[src/rtl/ram_readahead_ctrl.sv]
// Two-requester arbiter and sequencer for a two-bank read-ahead RAM path.
// Each grant fetches the requested half-line plus its neighbour unless tagged.
module ram_readahead_ctrl #(
    parameter int PRIO_FIXED = 0
) (
    input  logic        clk,
    input  logic        rst_n,
    input  logic        req0,
    input  logic [20:0] addr0,
    output logic [7:0]  data0,
    output logic        ack0,
    input  logic        req1,
    input  logic [20:0] addr1,
    output logic [7:0]  data1,
    output logic        ack1,
    input  logic        inval,
    output logic        bank0_rd,
    output logic [20:0] bank0_addr,
    input  logic [7:0]  bank0_data,
    input  logic        bank0_ready,
    output logic        bank1_rd,
    output logic [20:0] bank1_addr,
    input  logic [7:0]  bank1_data,
    input  logic        bank1_ready,
    output logic [15:0] hit_cnt
);

    typedef enum logic [1:0] {IDLE, ISSUE, WAIT, ACK} state_t;

    state_t      state, state_nx;
    logic        gnt, last, inv_seen, pick;
    logic [20:0] addr_q, tag0, tag1, fa0, fa1;
    logic        valid0, valid1, need0, need1, go, hit, enter_ack;
    logic [7:0]  rdata;

    assign fa0 = {addr_q[20:4] + 17'(addr_q[3]), 1'b0, addr_q[2:0]};
    assign fa1 = {addr_q[20:4], 1'b1, addr_q[2:0]};

    assign need0 = !valid0 || (tag0 != fa0);
    assign need1 = !valid1 || (tag1 != fa1);
    assign hit   = !need0 && !need1;
    assign go    = (!need0 || bank0_ready) && (!need1 || bank1_ready);

    // Simultaneous requests favour whoever was not served last.
    assign pick = (req0 && req1) ? ((PRIO_FIXED != 0) ? 1'b0 : ~last) : req1;

    assign rdata     = addr_q[3] ? bank1_data : bank0_data;
    assign enter_ack = (state != ACK) && (state_nx == ACK);

    assign ack0 = (state == ACK) && !gnt;
    assign ack1 = (state == ACK) && gnt;

    // The tag register doubles as the held fetch address.
    assign bank0_addr = bank0_rd ? fa0 : tag0;
    assign bank1_addr = bank1_rd ? fa1 : tag1;

    always_ff @(posedge clk or negedge rst_n) begin
        if (!rst_n) state <= IDLE;
        else        state <= state_nx;
    end

    always_comb begin
        state_nx = state;
        bank0_rd = 1'b0;
        bank1_rd = 1'b0;
        unique case (state)
            IDLE: if (req0 || req1) state_nx = ISSUE;
            ISSUE: begin
                if (hit) begin
                    state_nx = ACK;
                end else if (go) begin
                    bank0_rd = need0;
                    bank1_rd = need1;
                    state_nx = WAIT;
                end
            end
            WAIT: if (bank0_ready && bank1_ready) state_nx = ACK;
            ACK:  state_nx = IDLE;
            default: state_nx = IDLE;
        endcase
    end

    always_ff @(posedge clk or negedge rst_n) begin
        if (!rst_n) begin
            gnt      <= 1'b0;
            last     <= 1'b1;
            inv_seen <= 1'b0;
            addr_q   <= '0;
            tag0     <= '0;
            tag1     <= '0;
            valid0   <= 1'b0;
            valid1   <= 1'b0;
            data0    <= '0;
            data1    <= '0;
            hit_cnt  <= '0;
        end else begin
            if (state == IDLE && (req0 || req1)) begin
                gnt      <= pick;
                addr_q   <= pick ? addr1 : addr0;
                inv_seen <= inval;
            end else if (inval) begin
                inv_seen <= 1'b1;
            end
            if (bank0_rd) tag0 <= fa0;
            if (bank1_rd) tag1 <= fa1;
            if (enter_ack) begin
                if (gnt) data1 <= rdata;
                else     data0 <= rdata;
                if (!inv_seen && !inval) begin
                    valid0 <= 1'b1;
                    valid1 <= 1'b1;
                end
                if (state == ISSUE && hit_cnt != 16'hFFFF)
                    hit_cnt <= hit_cnt + 16'd1;
            end
            if (inval) begin
                valid0 <= 1'b0;
                valid1 <= 1'b0;
            end
            if (state == ACK) last <= gnt;
        end
    end

endmodule

[config.mk]
export PLATFORM = sky130hd
export DESIGN_NAME = ram_readahead_ctrl
export DESIGN_NICKNAME = d
export VERILOG_FILES = /design/src/rtl/ram_readahead_ctrl.sv
export SDC_FILE = /design/constraint.sdc
export NUM_CORES = 1
export LEC_CHECK = 0
export CAP_MARGIN = 20
export CORE_ASPECT_RATIO = 0.7
export CORE_MARGIN = 2
export CORE_UTILIZATION = 45
export CTS_CLUSTER_SIZE = 12
export DETAILED_ROUTE_END_ITERATION = 6
export HOLD_SLACK_MARGIN = 0.08
export PLACE_DENSITY_LB_ADDON = 0.25
export SLEW_MARGIN = 20
export SYNTH_ARGS = -nofsm -noshare
export SYNTH_HDL_FRONTEND = slang
export SYNTH_SLANG_ARGS = --single-unit
[constraint.sdc]
create_clock -name clk -period 3.8 [get_ports clk]
set_input_delay 0.76 -clock clk [delete_from_list [all_inputs] [get_ports clk]]
set_output_delay 0.76 -clock clk [all_outputs]
set_load 0.005 [all_outputs]
==> results by group, run 1 <==
Synthesis
  – Syn Nets: 595
  – FF+latch count, synth: 101
  – Syn Inst Count: 526
  – Post-synth EDFFs: 0
  – Cell Area, Synth: 5630 um2
  – Post-Syn Area per Cell: 10.7 um2
  – Prevailing post-synth register cell: dfrtp_1
  – Yosys cell types: 62
  – Register area share after synthesis: 0.449
  – Ys async rst share: 1.00
  – Ys Warns: 0

Setup path
  – Worst reg2reg path endpoint: data0[6]$_DFFE_PN0P_
  – CP arrival: 3570 ps
  – Critical path launch point type: flip-flop
  – Critical R2R Launch: addr_q[4]$_DFFE_PN0P_
  – Crit Path Max Fanout: 7
  – R2r setup slk: 180 ps
  – Worst setup EP type: output pin
  – CP required: 3040 ps
  – Worst reg2reg path depth: 15
  – Type of the worst setup path: reg2out

Floorplan
  – Die Span Y: 97.6 um
  – Std-Cell Rows: 34
  – IO Pins: 143
  – Die width: 138 um
  – Initial core utilization: 0.457
  – Core area: 12300 um2
  – Die area: 13400 um2

Power
  – Comb pwr share: 0.565
  – Pwr Density: 736 nW/um2
  – Switching Share: 0.394
  – Total power: 6.48 mW
  – P_leak: 3.99 nW
  – Flop pwr share: 0.294
  – Psw: 2.55 mW
  – Internal power: 3.93 mW
  – Clock Power Share: 0.141
  – VDD IR-drop max: 0.442 mV

Place
  – Placement Cell Area: 7770 um2
  – Final HPWL DP: 11.9 mm
  – Port Buf Inserts: 142
  – GP Congestion: 0.900

Global route
  – Antenna violations before repair: 0
  – Total GRT Usage: 0.267
  – First-pass GRT wire length: 27.6 mm
  – Overflow after GRT: 0
  – Largest net degree at the start of global routing: 55
  – Vias in the first global route: 5232

Clock tree
  – CTS Buffer Depth: 2
  – H-tree levels: 3
  – Hold buffers post-CTS: 0
  – Root Buffer: clkbuf_16
  – CTS sink cnt: 101
  – Clock insertion delay at the later pin of the skew report: 360 ps
  – Reg clk slew, reported paths: 80 ps
  – Num CTS Buffers: 9
  – CTS tree: done

Detailed routing
  – Post-Route WL: 17.6 mm
  – Post-DRT Antenna Nets: 0
  – Via count: 5153
  – DRC: 0
  – Routed WL per cell: 18.6 um
  – DRT Pass-1 Iters: 5
  – Vias per inst: 5.47
  – DRT iter0 DRCs: 316

STA
  – Fmax: 231 MHz
  – Hold_ws: 443 ps
  – Clock skew: 11.0 ps
  – Final setup violation count: 44
  – Period minus WS final: 4330 ps
  – Worst slew pin tran: 689 ps
  – Setup TNS: -17480 ps
  – Rel. slew slack: 0.540
  – Final Hold Viols: 0
  – RSZ-0062 raised after global routing: true
  – Fin. max-slew vios: 0
  – Fin crit share: 1.14
  – Final setup margin: -535 ps

Cells and area
  – Post-Layout Inst Area: 8810 um2
  – Layout cells sized above 1: 0.373
  – Most frequent cells in the layout: buf_4, dfrtp_1, clkdlybuf4s50_1
  – Commonest non-fill, non-tap cell in the layout: buf_4
  – Diode count: 0
  – Final #Nets: 844
  – Area Growth Syn to Fin: 56.4%

Hold path
  – Min-Delay Path Class: in2async

Run status
  – Status: complete, but fails checks
  – Failing checks: negative setup slack

Flow run
  – Max-Cap Viols: 0
## flip-flops by register name (all words and copies together), names as in the netlist
signal	cells
tag0	21
last	1
valid0	1
data0	8
inv_seen	1
hit_cnt	16
gnt	1
data1	8
addr_q	21
tag1	21
state	2
## power groups by stage
| stage | Sequential [mW] | Combinational (mW) | Clock [mW] |
|---|---|---|---|
| 2_1_floorplan | 1.76 | 1.61 | 0 |
| 3_5_place_dp | 1.87 | 3.07 | 0 |
| 3_3_place_gp | 1.85 | 3.01 | 0 |
| 5_1_grt | 1.95 | 3.92 | 0.983 |
| 6_report | 1.91 | 3.66 | 0.916 |
| 4_1_cts | 1.87 | 3.46 | 0.936 |
## cell usage after synthesis (all sizes together) (2+ instances only)
| master | number | share of area |
|---|---|---|
| nand2b | 6 | 0.0067 |
| or2 | 2 | 0.0022 |
| inv | 3 | 0.0020 |
| and4 | 3 | 0.0056 |
| dfrtp | 100 | 0.44 |
| xor2 | 32 | 0.050 |
| nor4 | 16 | 0.025 |
| nor2b | 13 | 0.014 |
| mux2i | 22 | 0.039 |
| mux2 | 52 | 0.10 |
| clkbuf | 12 | 0.0080 |
| o21a | 2 | 0.0027 |
| o21ai | 40 | 0.036 |
| o22ai | 4 | 0.0044 |
| nand4 | 19 | 0.024 |
| a21o | 2 | 0.0027 |
| xnor2 | 34 | 0.053 |
| a21oi | 5 | 0.0044 |
| nor3 | 4 | 0.0053 |
| a32oi | 2 | 0.0031 |
| a32o | 2 | 0.0036 |
| nand3 | 14 | 0.013 |
| ha | 4 | 0.0089 |
| and3 | 8 | 0.0089 |
| nand2 | 56 | 0.038 |
| or3 | 3 | 0.0033 |
| nor3b | 2 | 0.0027 |
| or4 | 2 | 0.0027 |
| nor2 | 23 | 0.017 |
| buf | 16 | 0.019 |
| and2 | 4 | 0.0049 |
| a2111oi | 3 | 0.0069 |
## cell type report
class                   instances  area [um2]
well taps                     162         203
flip-flops and latches        101        2530
fillers                       876        3530
clock inverters                 7        70.1
multi-input cells             394        3310
inverters                       3        11.3
clock buffers                   9         225
repair buffers                266        2460
## routing by layer
| layer | routed length, um | part of all wire | track usage | vias to the layer above |
|---|---|---|---|---|
| met5 | 0 | 0 | 0 | - |
| met4 | 221 | 0.013 | 0.0612 | 0 |
| met3 | 1180 | 0.067 | 0.0725 | 23 |
| met2 | 8080 | 0.46 | 0.408 | 192 |
| met1 | 8080 | 0.46 | 0.379 | 2568 |
| li1 | - | - | - | 2370 |
## worst max path at each step
| stage | depth (start not counted) | slack [ps] | endpoint | start |
|---|---|---|---|---|
| finish | 15 | -530 | bank0_addr[1] | addr_q[4]$_DFFE_PN0P_ |
| global route | 15 | -620 | bank0_addr[0] | addr_q[4]$_DFFE_PN0P_ |
| CTS | 15 | -520 | bank0_addr[0] | addr_q[3]$_DFFE_PN0P_ |
| detailed placement | 12 | -610 | bank1_addr[18] | addr_q[3]$_DFFE_PN0P_ |
| global placement | 12 | -440 | bank1_addr[14] | addr_q[3]$_DFFE_PN0P_ |
| floorplan | 11 | 150 | bank1_addr[10] | addr_q[4]$_DFFE_PN0P_ |
## worst max-delay path, cell delays in order (launching register included)
cell	delay [ps]
dfrtp_1	410
ha_2	220
ha_4	180
and3_1	190
buf_4	140
o211ai_1	70
nand4_1	210
a2111oi_4	350
and4_4	310
buf_6	100
and3_1	150
nand3b_4	200
buf_12	150
buf_6	100
mux2_4	310
buf_6	120
## metrics by stage
stage               std cells   util  setup slack [ps]
floorplan                 526      -               154
finish                    942  0.714              -535
detailed placement        883  0.630              -609
global route              942  0.714              -620
CTS                       932  0.700              -517
global placement          883  0.630              -439
## what timing repair did
item                       4_1_cts  5_1_grt
buffers inserted                30       17
gates cloned                     3        0
setup endpoints to repair       44       44
resized for setup              278       38
pin swaps                       13       13
## kinds of logic after synthesis
family,synth area share
adder cells (fa/ha/maj),0.00888
AO/OA/AOI/OAI,0.0822
multiplexers,0.143
AND/OR/NAND/NOR,0.181
flip-flops,0.449
buffers and inverters,0.0293
XOR/XNOR,0.107
No activity file was read; power rests on OpenSTA's default activity.
==> run 2: changes to the inputs <==
--- a/config.mk
+++ b/config.mk
@@ -8,7 +8,7 @@
 export CAP_MARGIN = 20
 export CORE_ASPECT_RATIO = 0.7
 export CORE_MARGIN = 2
-export CORE_UTILIZATION = 45
+export CORE_UTILIZATION = 35
 export CTS_CLUSTER_SIZE = 12
 export DETAILED_ROUTE_END_ITERATION = 6
 export HOLD_SLACK_MARGIN = 0.08
==> run 2 against run 1 <==
Against the previous run:
- the flow still finishes with violations (negative setup slack)
- setup slack better by 5.4 ps
- global-route usage is 5.1 points lower
- sequential power hardly changed
- register-to-register slack better by 130 ps
- clock power is 3.8% higher
- sequential share of layout area is 0.14 points lower
- clock skew is 1.4 ps lower
- count of clock-buffer cells in the layout is 1 higher
- via count is 1.9% lower
- critical path type unchanged
- critical path depth is 1 lower
- final cell count is 4.0% higher
- power is 0.29% lower
==> results by group, run 2 (synthesis results as in run 1) <==
Run status
  – Status: complete, but fails checks
  – Failing checks: negative setup slack

STA
  – Final setup violation count: 44
  – Hold_ws: 469 ps
  – Final Hold Viols: 0
  – Final setup margin: -529 ps
  – Period minus WS final: 4330 ps
  – RSZ-0062 raised after global routing: true
  – Fmax: 231 MHz
  – Rel. slew slack: 0.430
  – Worst slew pin tran: 852 ps
  – Fin. max-slew vios: 0
  – Setup TNS: -19490 ps
  – Clock skew: 9.63 ps
  – Fin crit share: 1.14

Power
  – P_leak: 3.99 nW
  – Pwr Density: 730 nW/um2
  – VDD IR-drop max: 0.381 mV

Clock tree
  – CTS tree: done
  – Root Buffer: clkbuf_16
  – CTS Buffer Depth: 2
  – Clock insertion delay at the later pin of the skew report: 360 ps
  – H-tree levels: 3
  – Num CTS Buffers: 9
  – Hold buffers post-CTS: 0
  – Reg clk slew, reported paths: 80 ps
  – CTS sink cnt: 101

Setup path
  – R2r setup slk: 310 ps
  – Worst reg2reg path endpoint: data0[4]$_DFFE_PN0P_
  – CP required: 3040 ps
  – Worst reg2reg path depth: 13
  – Launch point of the worst path: addr_q[3]$_DFFE_PN0P_
  – Type of the worst setup path: reg2out
  – Critical path launch point type: flip-flop
  – Worst setup EP type: output pin
  – Crit Path Max Fanout: 7
  – CP arrival: 3570 ps
  – CP endpoint: bank1_addr[10]
  – Critical R2R Launch: addr_q[3]$_DFFE_PN0P_

Global route
  – Overflow after GRT: 0
  – Antenna violations before repair: 0
  – Total GRT Usage: 0.216
  – First-pass GRT wire length: 28.3 mm
  – Vias in the first global route: 5064
  – Largest net degree at the start of global routing: 102

Floorplan
  – Die Span Y: 110 um
  – Die width: 156 um
  – IO Pins: 143
  – Core area: 15600 um2
  – Std-Cell Rows: 38
  – Die area: 17100 um2
  – Initial core utilization: 0.360

Detailed routing
  – Metal3 WL: 1.19 mm
  – Post-DRT Antenna Nets: 0
  – DRT iter0 DRCs: 291
  – Via count: 5053
  – DRC: 0
  – Top layer used by detailed routing: met4
  – DRT Pass-1 Iters: 5
  – Vias per inst: 5.16
  – Met2 wire length: 7.76 mm
  – Met1 WL: 8.78 mm
  – Routed WL per cell: 18.3 um
  – Post-Route WL: 17.9 mm

Cells and area
  – Largest registers: addr_q (21), tag0 (21), tag1 (21)
  – Area of the multi-input gates: 3250 um2
  – Area Growth Syn to Fin: 57.1%
  – Layout cells sized above 1: 0.368
  – Final Core Density: 0.566
  – Most frequent cells in the layout: dfrtp_1, buf_4, clkdlybuf4s50_1
  – Fill cells: 1346
  – Diode count: 0
  – Final #Nets: 844
  – Storage cell area: 2530 um2

Place
  – Port Buf Inserts: 142
  – Setup WS pre-CTS: -592 ps
  – GP Congestion: 0.865
  – Final HPWL DP: 12.6 mm

Flow run
  – Max-Cap Viols: 0

Hold path
  – Min-Delay Path Class: in2async
run 2: cell count changes in the layout (fill, tap and decap cells not counted), sizes merged:
cell,delta
clkdlybuf4s15,-2
clkinvlp,-1
buf,+3
run 2: metal layers:
layer	track usage	vias to the layer above
met1	0.328	2505
li1	-	2363
met2	0.314	171
met4	0.0433	0
met5	0	-
met3	0.0485	14
run 2: final cells by class:
type                            count  share of cell area
Timing Repair Buffer              266               0.283
Clock buffer                       10              0.0270
Inverter                            3             0.00127
Sequential cell                   101               0.286
Multi-Input combinational cell    394               0.367
Tap cell                          200              0.0283
Clock inverter                      6             0.00735
run 2: critical path: stages, from the launching register on:
cell     delay (ps)
dfrtp_1         410
ha_2            220
ha_4            160
nand3_4         120
nor4_4          360
xnor2_1         120
nor4_1          300
buf_4           190
and4_4          250
a31oi_4         100
nor3_4          220
buf_6           160
buf_12          140
mux2_4          330
buf_6           120
run 2: how the worst min path moves through the flow:
stage / end / slack (ps)
after global placement: inv_seen$_DFFE_PN0P_ / 460
after global routing: addr_q[9]$_DFFE_PN0P_ / 510
after floorplan: inv_seen$_DFFE_PN0P_ / 450
final: addr_q[9]$_DFFE_PN0P_ / 470
after detailed placement: inv_seen$_DFFE_PN0P_ / 470
after CTS: addr_q[7]$_DFFE_PN0P_ / 490
run 2: what timing repair did:
item                                    in CTS  in global routing
gates cloned                                 5                  0
buffers inserted                            23                 10
endpoints found under the setup margin      44                 44
pin swaps                                   14                  4
resized for setup                          292                 13
run 2: report_power, final:
group	internal (mW)	switching, mW
registers	1.49	0.389
logic	1.96	1.68
clock network	0.483	0.468
total	3.93	2.53
run 2: per-stage QoR:
stage | instance area (um2) | total power, mW | cells
2_1_floorplan | 5630 | 3.37 | 526
3_3_place_gp | 7890 | 4.95 | 929
3_5_place_dp | 7890 | 5.01 | 929
4_1_cts | 8760 | 6.39 | 972
5_1_grt | 8850 | 6.88 | 980
6_report | 8850 | 6.47 | 980
==> run 3: changes to the inputs <==
--- a/config.mk
+++ b/config.mk
@@ -5,7 +5,7 @@
 export SDC_FILE = /design/constraint.sdc
 export NUM_CORES = 1
 export LEC_CHECK = 0
-export CAP_MARGIN = 20
+export CAP_MARGIN = 40
 export CORE_ASPECT_RATIO = 0.7
 export CORE_MARGIN = 2
 export CORE_UTILIZATION = 35
==> run 3 against run 2 <==
Against the previous run:
- the flow still finishes with violations (negative setup slack)
- sequential cell count unchanged
- combinational power hardly changed
- routed wire length is 0.43% higher
- fmax grew 0.13%
- via count increased by 0.44%
- setup slack improved by 5.5 ps
- sequential share of layout area fell by 0.089 points
- design area up 0.31%
- critical path depth is the same
- power is 0.23% higher
- clock skew down 1.5 ps
- largest power group unchanged
==> results by group, run 3 (synthesis results as in run 1) <==
Global route
  – Antenna violations before repair: 0
  – Vias in the first global route: 5064
  – First-pass GRT wire length: 28.3 mm
  – Largest net degree at the start of global routing: 102
  – Overflow after GRT: 0
  – Total GRT Usage: 0.216

Setup path
  – Worst reg2reg path endpoint: data0[4]$_DFFE_PN0P_
  – Type of the worst setup path: reg2out
  – CP arrival: 3560 ps
  – Worst setup EP type: output pin
  – CP required: 3040 ps
  – Critical path launch point type: flip-flop
  – Critical R2R Launch: addr_q[3]$_DFFE_PN0P_
  – Worst reg2reg path depth: 13
  – Crit Path Max Fanout: 7
  – R2r setup slk: 300 ps

STA
  – Fin. max-slew vios: 0
  – RSZ-0062 raised after global routing: true
  – Worst slew pin tran: 705 ps
  – Clock skew: 8.09 ps
  – Final setup margin: -524 ps
  – Fin crit share: 1.14
  – Rel. slew slack: 0.525
  – Final Hold Viols: 0
  – Fmax: 231 MHz
  – Period minus WS final: 4320 ps
  – Final setup violation count: 44

Place
  – Final HPWL DP: 12.6 mm
  – Inst Count DP: 929
  – Setup WS pre-CTS: -592 ps
  – Port Buf Inserts: 142
  – Placement Cell Area: 7890 um2
  – GP Congestion: 0.865

Floorplan
  – Initial core utilization: 0.360
  – Die area: 17100 um2
  – IO Pins: 143
  – Core area: 15600 um2
  – Die width: 156 um
  – Die Span Y: 110 um
  – Std-Cell Rows: 38

Hold path
  – Min-Delay Path Class: in2async

Power
  – P_leak: 4.01 nW
  – Pwr Density: 730 nW/um2
  – VDD IR-drop max: 0.383 mV

Cells and area
  – Fill cells: 1340
  – Diode count: 0
  – Final #Nets: 845
  – Largest registers: addr_q (21), tag0 (21), tag1 (21)
  – Storage cell area: 2530 um2
  – Most frequent cells in the layout: dfrtp_1, buf_4, clkdlybuf4s50_1
  – Area of the multi-input gates: 3250 um2
  – Area Growth Syn to Fin: 57.6%
  – Layout cells sized above 1: 0.369
  – Final Core Density: 0.568
  – Post-Layout Inst Area: 8880 um2
  – Non-Filler Instances: 981

Clock tree
  – CTS Buffer Depth: 2
  – Root Buffer: clkbuf_16
  – Num CTS Buffers: 9
  – CTS sink cnt: 101
  – Clock insertion delay at the later pin of the skew report: 360 ps
  – CTS tree: done
  – H-tree levels: 3
  – Reg clk slew, reported paths: 80 ps

Run status
  – Failing checks: negative setup slack
  – Status: complete, but fails checks

Detailed routing
  – Post-Route WL: 18.0 mm
  – Via count: 5075
  – Post-DRT Antenna Nets: 0
  – DRT Pass-1 Iters: 5
  – DRC: 0
  – Routed WL per cell: 18.3 um
  – Vias per inst: 5.17
  – DRT iter0 DRCs: 296

Flow run
  – Max-Cap Viols: 0
run 3: how the worst max path moves through the flow:
stage	startpoint	end	slack, ps
after floorplan	addr_q[4]$_DFFE_PN0P_	bank1_addr[10]	150
after global placement	addr_q[3]$_DFFE_PN0P_	bank1_addr[20]	-460
after detailed placement	addr_q[3]$_DFFE_PN0P_	bank1_addr[20]	-590
after CTS	addr_q[3]$_DFFE_PN0P_	bank1_addr[10]	-480
after global routing	addr_q[4]$_DFFE_PN0P_	bank1_addr[1]	-620
final	addr_q[3]$_DFFE_PN0P_	bank1_addr[10]	-520
run 3: metrics by stage:
step	hold slack, ps	TNS [ps]	total power, mW
2_1_floorplan	449	0	3.37
3_3_place_gp	459	-16440	4.95
3_5_place_dp	470	-20530	5.01
4_1_cts	487	-17320	6.39
5_1_grt	514	-23740	6.89
6_report	468	-19400	6.48
run 3: power breakdown:
part	internal (mW)	leakage [nW]	switching, mW
logic	1.97	2.58	1.68
registers	1.49	1.28	0.391
clock network	0.483	0.150	0.467
run 3: worst max-delay path: stages, from the launching register on:
cell and delay (ps):
dfrtp_1 410, ha_2 220, ha_4 170, nand3_4 120, nor4_4 360, xnor2_1 120
nor4_1 300, buf_4 190, and4_4 250, a31oi_4 100, nor3_4 210, buf_6 160
buf_12 140, mux2_4 330, buf_6 120
run 3: area by class of cell:
class,instances,share of cell area
multi-input cells,394,0.366
repair buffers,267,0.285
flip-flops and latches,101,0.285
well taps,200,0.0282
clock buffers,10,0.0269
clock inverters,6,0.00733
inverters,3,0.00127
run 3: repair_timing:
action / 4_1_cts / 5_1_grt
pin swaps: 14 / 4
gates resized for setup: 292 / 13
setup buffers: 23 / 10
hold buffers: 0 / 0
gates cloned: 5 / 0
endpoints found under the setup margin: 44 / 44
run 3: layer usage:
| metal | track usage | wire length, um | up-vias |
|---|---|---|---|
| li1 | - | - | 2368 |
| met4 | 0.0433 | 157 | 0 |
| met5 | 0 | 0 | - |
| met2 | 0.314 | 7800 | 179 |
| met3 | 0.0485 | 1180 | 14 |
| met1 | 0.328 | 8820 | 2514 |
